## src/rtl/bist_sequencer_pkg.sv

```systemverilog
// rtl/bist_sequencer_pkg.sv - shared state encodings and defaults for the BIST sequencer
// Purpose: state encoding (3-bit binary, IDLE..DONE) and default signature
//          constants shared by the sequencer, MISR and BIST top.
// Ports:   none (package).
package bist_sequencer_pkg;

  typedef enum logic [2:0] {
    ST_IDLE  = 3'd0,
    ST_INIT  = 3'd1,
    ST_RUN   = 3'd2,
    ST_FLUSH = 3'd3,
    ST_CHECK = 3'd4,
    ST_DONE  = 3'd5
  } bist_state_t;

  localparam int          DEFAULT_SIG_W      = 16;
  localparam logic [15:0] DEFAULT_GOLDEN_SIG = 16'h0000;

  // States in which a test is in progress: abort applies, start is ignored.
  function automatic logic is_active(input bist_state_t s);
    return (s == ST_INIT) || (s == ST_RUN) || (s == ST_FLUSH) || (s == ST_CHECK);
  endfunction

endpackage

```

## src/rtl/bist_sequencer_cycle_counter.sv

```systemverilog
// rtl/bist_sequencer_cycle_counter.sv - loadable down-counter with zero flag
// Purpose: times the INIT and RUN phases of the BIST sequencer.
// Ports:   clock_i/reset_i      clock, async active-high reset
//          load_i/load_value_i  load a new count (has priority over dec_i)
//          dec_i                decrement by one; saturates at zero
//          zero_o               count is zero
module bist_sequencer_cycle_counter #(
  parameter int WIDTH = 4
) (
  input  logic             clock_i,
  input  logic             reset_i,
  input  logic             load_i,
  input  logic [WIDTH-1:0] load_value_i,
  input  logic             dec_i,
  output logic             zero_o
);

  logic [WIDTH-1:0] count_q;
  logic [WIDTH-1:0] count_d;

  always_comb begin
    count_d = count_q;
    if (load_i) begin
      count_d = load_value_i;
    end else if (dec_i && (count_q != '0)) begin
      count_d = count_q - WIDTH'(1);
    end
  end

  always_ff @(posedge clock_i or posedge reset_i) begin
    if (reset_i) begin
      count_q <= '0;
    end else begin
      count_q <= count_d;
    end
  end

  assign zero_o = (count_q == '0);

endmodule

```

## src/rtl/bist_sequencer.sv

```systemverilog
// rtl/bist_sequencer.sv - BIST control FSM around the arbiter CUT
// Purpose: resets the CUT, seeds the LFSR, clears the MISR, runs PATTERN_COUNT
//          patterns, flushes the last response, compares the signature with
//          GOLDEN_SIG and reports bist_end_o / pass_fail_o.
// Ports:   clock_i, reset_i (async, active-high), start_i (rising edge),
//          abort_i, misr_signature_i[SIG_W]
//          test_mode_o, cut_reset_o, lfsr_load_o, lfsr_en_o, misr_clear_o,
//          misr_en_o, bist_end_o, pass_fail_o (all registered)
module bist_sequencer
  import bist_sequencer_pkg::*;
#(
  parameter int               SIG_W         = DEFAULT_SIG_W,
  parameter int               PATTERN_COUNT = 1000,
  parameter int               INIT_CYCLES   = 2,
  parameter logic [SIG_W-1:0] GOLDEN_SIG    = SIG_W'(DEFAULT_GOLDEN_SIG)
) (
  input  logic             clock_i,
  input  logic             reset_i,
  input  logic             start_i,
  input  logic             abort_i,
  input  logic [SIG_W-1:0] misr_signature_i,
  output logic             test_mode_o,
  output logic             cut_reset_o,
  output logic             lfsr_load_o,
  output logic             lfsr_en_o,
  output logic             misr_clear_o,
  output logic             misr_en_o,
  output logic             bist_end_o,
  output logic             pass_fail_o
);

  localparam int CNT_MAX = (PATTERN_COUNT > INIT_CYCLES) ? PATTERN_COUNT : INIT_CYCLES;
  localparam int CNT_W   = $clog2(CNT_MAX + 1);

  bist_state_t state_q, state_d;
  logic start_q, start_edge_q, start_edge_d;
  logic cnt_load, cnt_dec, cnt_zero;
  logic [CNT_W-1:0] cnt_load_value;
  logic test_mode_d, cut_reset_d, lfsr_load_d, lfsr_en_d;
  logic misr_clear_d, misr_en_d, bist_end_d, pass_fail_d;
  logic test_mode_q, cut_reset_q, lfsr_load_q, lfsr_en_q;
  logic misr_clear_q, misr_en_q, bist_end_q, pass_fail_q;

  bist_sequencer_cycle_counter #(.WIDTH(CNT_W)) u_counter (
    .clock_i      (clock_i),
    .reset_i      (reset_i),
    .load_i       (cnt_load),
    .load_value_i (cnt_load_value),
    .dec_i        (cnt_dec),
    .zero_o       (cnt_zero)
  );

  always_comb begin
    state_d        = state_q;
    cnt_load       = 1'b0;
    cnt_load_value = '0;
    cnt_dec        = 1'b0;
    // The edge is registered so the FSM acts on it one cycle later; edges seen
    // while a test is running are dropped so they cannot trigger a rerun later.
    start_edge_d   = start_i & ~start_q & ~is_active(state_q);

    if (abort_i && is_active(state_q)) begin
      state_d = ST_IDLE;
    end else begin
      case (state_q)
        ST_IDLE, ST_DONE: begin
          if (start_edge_q) begin
            state_d        = ST_INIT;
            cnt_load       = 1'b1;
            cnt_load_value = CNT_W'(INIT_CYCLES - 1);
          end
        end
        ST_INIT: begin
          if (cnt_zero) begin
            state_d        = ST_RUN;
            cnt_load       = 1'b1;
            cnt_load_value = CNT_W'(PATTERN_COUNT - 1);
          end else begin
            cnt_dec = 1'b1;
          end
        end
        ST_RUN: begin
          if (cnt_zero) begin
            state_d = ST_FLUSH;
          end else begin
            cnt_dec = 1'b1;
          end
        end
        ST_FLUSH: state_d = ST_CHECK;
        ST_CHECK: state_d = ST_DONE;
        default:  state_d = ST_IDLE;
      endcase
    end

    // Outputs are decoded from the next state so every register changes on the
    // same edge as the state itself.
    test_mode_d  = 1'b0;
    cut_reset_d  = 1'b0;
    lfsr_load_d  = 1'b0;
    lfsr_en_d    = 1'b0;
    misr_clear_d = 1'b0;
    misr_en_d    = 1'b0;
    bist_end_d   = 1'b0;
    pass_fail_d  = 1'b0;
    case (state_d)
      ST_INIT: begin
        test_mode_d  = 1'b1;
        cut_reset_d  = 1'b1;
        lfsr_load_d  = 1'b1;
        misr_clear_d = 1'b1;
      end
      ST_RUN: begin
        test_mode_d = 1'b1;
        lfsr_en_d   = 1'b1;
        misr_en_d   = 1'b1;
      end
      ST_FLUSH: begin
        test_mode_d = 1'b1;
        misr_en_d   = 1'b1;
      end
      ST_CHECK: test_mode_d = 1'b1;
      ST_DONE: begin
        bist_end_d  = 1'b1;
        // Compare is captured once on leaving CHECK, then held through DONE.
        pass_fail_d = (state_q == ST_CHECK) ? (misr_signature_i == GOLDEN_SIG) : pass_fail_q;
      end
      default: ;
    endcase
  end

  always_ff @(posedge clock_i or posedge reset_i) begin
    if (reset_i) begin
      state_q      <= ST_IDLE;
      start_q      <= 1'b0;
      start_edge_q <= 1'b0;
      test_mode_q  <= 1'b0;
      cut_reset_q  <= 1'b0;
      lfsr_load_q  <= 1'b0;
      lfsr_en_q    <= 1'b0;
      misr_clear_q <= 1'b0;
      misr_en_q    <= 1'b0;
      bist_end_q   <= 1'b0;
      pass_fail_q  <= 1'b0;
    end else begin
      state_q      <= state_d;
      start_q      <= start_i;
      start_edge_q <= start_edge_d;
      test_mode_q  <= test_mode_d;
      cut_reset_q  <= cut_reset_d;
      lfsr_load_q  <= lfsr_load_d;
      lfsr_en_q    <= lfsr_en_d;
      misr_clear_q <= misr_clear_d;
      misr_en_q    <= misr_en_d;
      bist_end_q   <= bist_end_d;
      pass_fail_q  <= pass_fail_d;
    end
  end

  assign test_mode_o  = test_mode_q;
  assign cut_reset_o  = cut_reset_q;
  assign lfsr_load_o  = lfsr_load_q;
  assign lfsr_en_o    = lfsr_en_q;
  assign misr_clear_o = misr_clear_q;
  assign misr_en_o    = misr_en_q;
  assign bist_end_o   = bist_end_q;
  assign pass_fail_o  = pass_fail_q;

endmodule

```

## config.mk

```make
export PLATFORM = sky130hd
export DESIGN_NAME = bist_sequencer
export DESIGN_NICKNAME = d
export VERILOG_FILES = /design/src/rtl/bist_sequencer_pkg.sv /design/src/rtl/bist_sequencer_cycle_counter.sv /design/src/rtl/bist_sequencer.sv
export SDC_FILE = /design/constraint.sdc
export NUM_CORES = 1
export LEC_CHECK = 0
export CORE_ASPECT_RATIO = 1.1
export CORE_MARGIN = 1
export CORE_UTILIZATION = 44
export DETAILED_ROUTE_END_ITERATION = 7
export HOLD_SLACK_MARGIN = 0.05
export PLACE_DENSITY = 0.75
export SLEW_MARGIN = 5
export SYNTH_ARGS = -nofsm -noshare
export SYNTH_HDL_FRONTEND = slang
export SYNTH_SLANG_ARGS = --single-unit
```

## constraint.sdc

```tcl
create_clock -name clock_i -period 1.8 [get_ports clock_i]
set_input_delay 0.18 -clock clock_i [delete_from_list [all_inputs] [get_ports clock_i]]
set_output_delay 0.18 -clock clock_i [all_outputs]
set_load 0.005 [all_outputs]
```

== Word level (Yosys, flattened, before mapping) ==
Index checks and enable logic that the tools add are counted.

* Register bits after elaboration: 21
* Latch bits: 0
* Bits in writable memories: 0
* ROM bits: 0
* Input port bits: 20
* Output and inout port bits: 8
* Logic and storage cells: 65
* Memories: 0

* Add/subtract/negate cells: 1
* Multipliers: 0
* Div/mod/pow operators: 0
* Order comparisons: 0
* Equal/unequal tests: 11
* Shift-type cells: 0
* Multiplexer cells: 25
* Bitwise logic cells: 4
* Reductions and logical operators: 14

{| class="wikitable"
|+ Operator list
! kind !! count
|-
| 10-bit 2-to-1 mux || 4
|-
| 10-bit case mux with 2 select lines || 1
|-
| 16-bit logical NOT || 1
|-
| 3-bit case mux with 5 select lines || 1
|-
| 1-bit 2-to-1 mux || 14
|-
| 3-bit by 2-bit == test with 1-bit output, second input constant || 4
|-
| 3-bit == test, second input constant || 4
|-
| 3-bit 2-to-1 mux || 4
|-
| 10-bit logical NOT || 1
|-
| 10-bit nonzero test || 1
|-
| 10-bit by 1-bit subtractor with 10-bit output, second input constant || 1
|-
| 3-bit by 1-bit == test with 1-bit output, second input constant || 2
|-
| 2-bit OR reduction || 3
|-
| 4-bit OR reduction || 1
|-
| 3-bit logical NOT || 1
|-
| 1-bit logical OR || 3
|-
| 1-bit bitwise AND || 2
|-
| 1-bit logical AND || 2
|-
| 2-bit inequality test, second input constant || 1
|-
| 1-bit NOT || 2
|-
| 1-bit case mux with 2 select lines || 1
|-
| 2-bit nonzero test || 1
|}

== Depth between registers and ports, before layout ==
* Depth in word-level cells: 9
* Gate-level depth with buffers: 8
* Mapped depth without buffers: 7

== Modules after synthesis ==
A second synthesis with hierarchy kept.

* Cell total of the unflattened synthesis: 128
* Area total of the unflattened synthesis: 1261.2 um^2

{| class="wikitable"
|+ Modules (own cells, without submodules)
! module !! times used !! cells each !! area each (um^2) !! seq. area each (um^2)
|-
| bist_sequencer_cycle_counter || 1 || 69 || 655.6 || 250.2
|-
| bist_sequencer || 1 || 59 || 605.6 || 275.3
|}

== Least setup slack after synthesis ==
OpenSTA, ideal clock, no wires.

* Path type: register to register
* Start: register u_counter.count_q[0]
* End: register u_counter.count_q[7]
* Library setup time: 0.065 ns
* Arrival time: 1.707 ns
* Data required time: 1.735 ns
* Slack: 0.028 ns
* Stages on the path, launching flop included: 9
* Path buffers: 1
* Clock period less this slack: 1.772 ns
* Cells stage by stage: dfrtp_1 inv_1 ha_1 nor2b_1 and3_2 buf_4 nor4b_2 mux2_2 nand2_1

* Cells in the longest elaborated chain, start to end: 6
* Elaborated cells between the ends (all ways): 16
* Classes of those cells: add/sub: 1; mux: 11; reduce/logical: 4

{| class="wikitable"
|+ Ends and longest elaborated chain
! item !! line !! RTL
|-
| start: declaration || bist_sequencer_cycle_counter.sv:18 || <nowiki>logic [WIDTH-1:0] count_q;</nowiki>
|-
| start signal: assignment || bist_sequencer_cycle_counter.sv:34 || <nowiki>count_q <= count_d;</nowiki>
|-
| parallel branches: the longest is 6 deep, another holds 10-bit by 1-bit subtractor with 10-bit output || - ||
|}

Parallel ways; which one is timed is not known. The select of a mux whose other input is x is not followed.
A chain may end at the register's enable or synchronous reset.

== Worst setup path in the final report ==
Ends and elaborated chain as after synthesis.

==> impl_results.md <==
* Fmax at 574.6 MHz
* GRT met3 Usage at 3.200%
* DRC at 0
* Pre-CTS WS at -0.06878 ns
* Ys async rst share at between 90% and 100%
* First-pass DRT Iterations at 4
* DR iter-0 viols at 24
* Dpl cell area at roughly 1600 um2
* H-tree levels at 1
* GRT overflow at 0
* CTS Root Cell: clkbuf_4
* Met2 Use GR at 39.01%
* Max-cap viol count at 0
* Final period util at 96.69%
* Gr usage total at 20.64%
* Avg Inst Size Synth at about 9.7 um2
* Fill cells at 215
* Met1 Use GR at 22.47%
* Most frequent cells in the layout: 27 x clkdlybuf4s50_1, 21 x dfrtp_1, 14 x buf_4
* Clk buf depth at 2
* Worst-Margin Slew at roughly 0.46 ns
* Max-slew headroom at between 60% and 70%
* Max IR drop VDD at about 1.1 mV
* Die Y at 57 um
* PortBufs at 27
* Top cells by area, synth: dfrtp_1 43%, nand2_1 3.4%, a21oi_1 3.3%, nand2b_1 3.1%, nor4_1 3.1%
* R2R setup slack at between 0.05 and 0.06 ns
* Final Hold Fails at 0
* # rows at 19
* Hold_buf cts at 0
* Final worst slack at 0.05966 ns
* Final core occ at 64.68%
* Min cycle time layout at 1.740 ns
* Largest net degree at the start of global routing at 22
* Final Power at 2.133 mW
* Synth warn at 0
* Post-synth top flop: dfrtp_1
* Critical Path Fanout Max at 7
* Class of the worst hold path: in -> async
* Most common cell after layout, fill and taps aside: clkdlybuf4s50_1
* CTS tree: yes
* N_diodes at 0
* Initial core utilization at 47.57%
* Gpl congestion at 0.8260
* Reg clk slew, reported paths at roughly 0.11 ns
* Post-synthesis sequential area ratio at 43.43%
* Core area at approximately 2500 um2
* First-pass GRT wire length at 4664 um
* Worst clock skew at 0.001424 ns
* Finished Cell Area at 1645 um2
* Vias after detailed routing at 1,096
* Setup TNS at 0 ns
* Die X at roughly 52 um
* Slew Viols, Final at 0
* Crit path launch type: register
* Die ar. at just under 3000 um2
* Sink Count at 21
* Min Hold Slack at slightly below 0.2 ns
* Final HPWL DP at 2074 um
* Final-report setup violation count at 0
* Clock Latency Late Sink at 0.29 ns
* Yosys reg bits at 21
* Initial antenna violation count at 0
* Clock buffer count from CTS at 3
* Pleak at 0.7268 nW
* Post-synth top area share at 43.43%
* Post-CTS setup buffer count at 0
* CP endpoint kind: register
* PD cells at ~1300 nW/um2
* Cell Area, Synth at 1210 um2
* EDFF count, synth at 0
* CP required at between 2 and 2.5 ns
* Syn_nets at 147
* Critical path class: reg -> reg
* Most crowded layer after global routing: met2
* Non-Filler Instances at 194
* Cells after DPL at 190
* Area leader, netlist: dfrtp_1
* Boundary Pins at 28
* Layout area overhead at 35.99%
* Share of cells above drive strength 1 at 18.40%
* Vias in the first global route at 1,150
* Yosys cell types at 41
* Post-layout nets at around 190
* Wire length per cell at 14.14 um
* Worst EP arrival at 1.98 ns
* Vias per Instance at 5.649
* Final wirelength at 2744 um
* Antenna Nets Post-Route at 0
* Post-Synthesis Cells at 125
* Outcome: finished, final reports clean
logic make-up after synthesis:
| group | after synthesis | synth area share [%] |
|---|---|---|
| flops | 21 | 43.43 |
| compound gates | 26 | 14.27 |
| xor+xnor | 3 | 2.172 |
| fa+ha+maj | 2 | 2.068 |
| buf+inv | 12 | 5.997 |
| mux | 3 | 2.585 |
| simple gates | 58 | 29.47 |
worst max-delay path, cell delays in order (launching register included):
cell	delay, ns
dfrtp_1	0.37
inv_1	0.06
ha_1	0.20
nor2b_2	0.17
and3_4	0.20
nor4b_4	0.30
mux2_4	0.32
nand2_1	0.07
Yosys cell counts (2+ instances only):
library cell and instances:
dfrtp_1 21, nand2_1 11, a21oi_1 8, nand2b_1 6
nor2_1 6, nor4_1 6, o21ai_0 5, a31oi_1 4
inv_1 4, nand3_1 4, buf_4 3, nor2b_1 3
o211a_1 3, or3_1 3, xnor2_1 3, a211oi_1 2
buf_6 2, clkbuf_1 2, ha_1 2, mux2i_1 2
nand3b_1 2, nand4_1 2, nor3_1 2, nor3b_1 2
state kept, by name, indices dropped and copies added (netlist names):
| signal | flops |
|---|---|
| u_counter.count_q | 10 |
| bist_end_o | 1 |
| test_mode_o | 1 |
| pass_fail_o | 1 |
| state_q | 3 |
| misr_en_o | 1 |
| start_q | 1 |
| lfsr_en_o | 1 |
| start_edge_q | 1 |
| misr_clear_o | 1 |
worst paths after layout:
check	startpoint	endpoint	depth (start not counted)
max	u_counter.count_q[0]$_DFFE_PP0P_	u_counter.count_q[7]$_DFFE_PP0P_	7
min	reset_i	start_edge_q$_DFF_PP0_	3
min in group clock_i	start_i	start_q$_DFF_PP0_	1
max in group asynchronous	reset_i	u_counter.count_q[0]$_DFFE_PP0P_	3
max reg2reg	u_counter.count_q[0]$_DFFE_PP0P_	u_counter.count_q[7]$_DFFE_PP0P_	7
min reg2reg	start_q$_DFF_PP0_	start_edge_q$_DFF_PP0_	1
metal layers:
metal | up-vias | part of all wire (%)
li1 | 527 | -
met1 | 538 | 41
met2 | 27 | 54
met5 | - | 0
met3 | 4 | 3.9
met4 | 0 | 1.1
area by class of cell:
class                           instances  area (um2)  area share (%)
Clock buffer                            4       26.28           1.597
Inverter                                4       15.01          0.9125
Multi-Input combinational cell         92       644.4           39.16
Sequential cell                        21       525.5           31.94
Tap cell                               31       38.79           2.357
Timing Repair Buffer                   42       395.4           24.03
what timing repair did:
item,4_1_cts,5_1_grt
endpoints found under the setup margin,2,5
gates resized for setup,2,4
pin swaps,0,0
hold endpoints to repair,0,0
where the power goes:
group	internal [mW]	switching, mW	total, mW
sequential	0.615	0.127	0.742
combinational	0.613	0.555	1.17
clock	0.0862	0.138	0.224
Note: power is estimated with default switching activity, not from simulation.
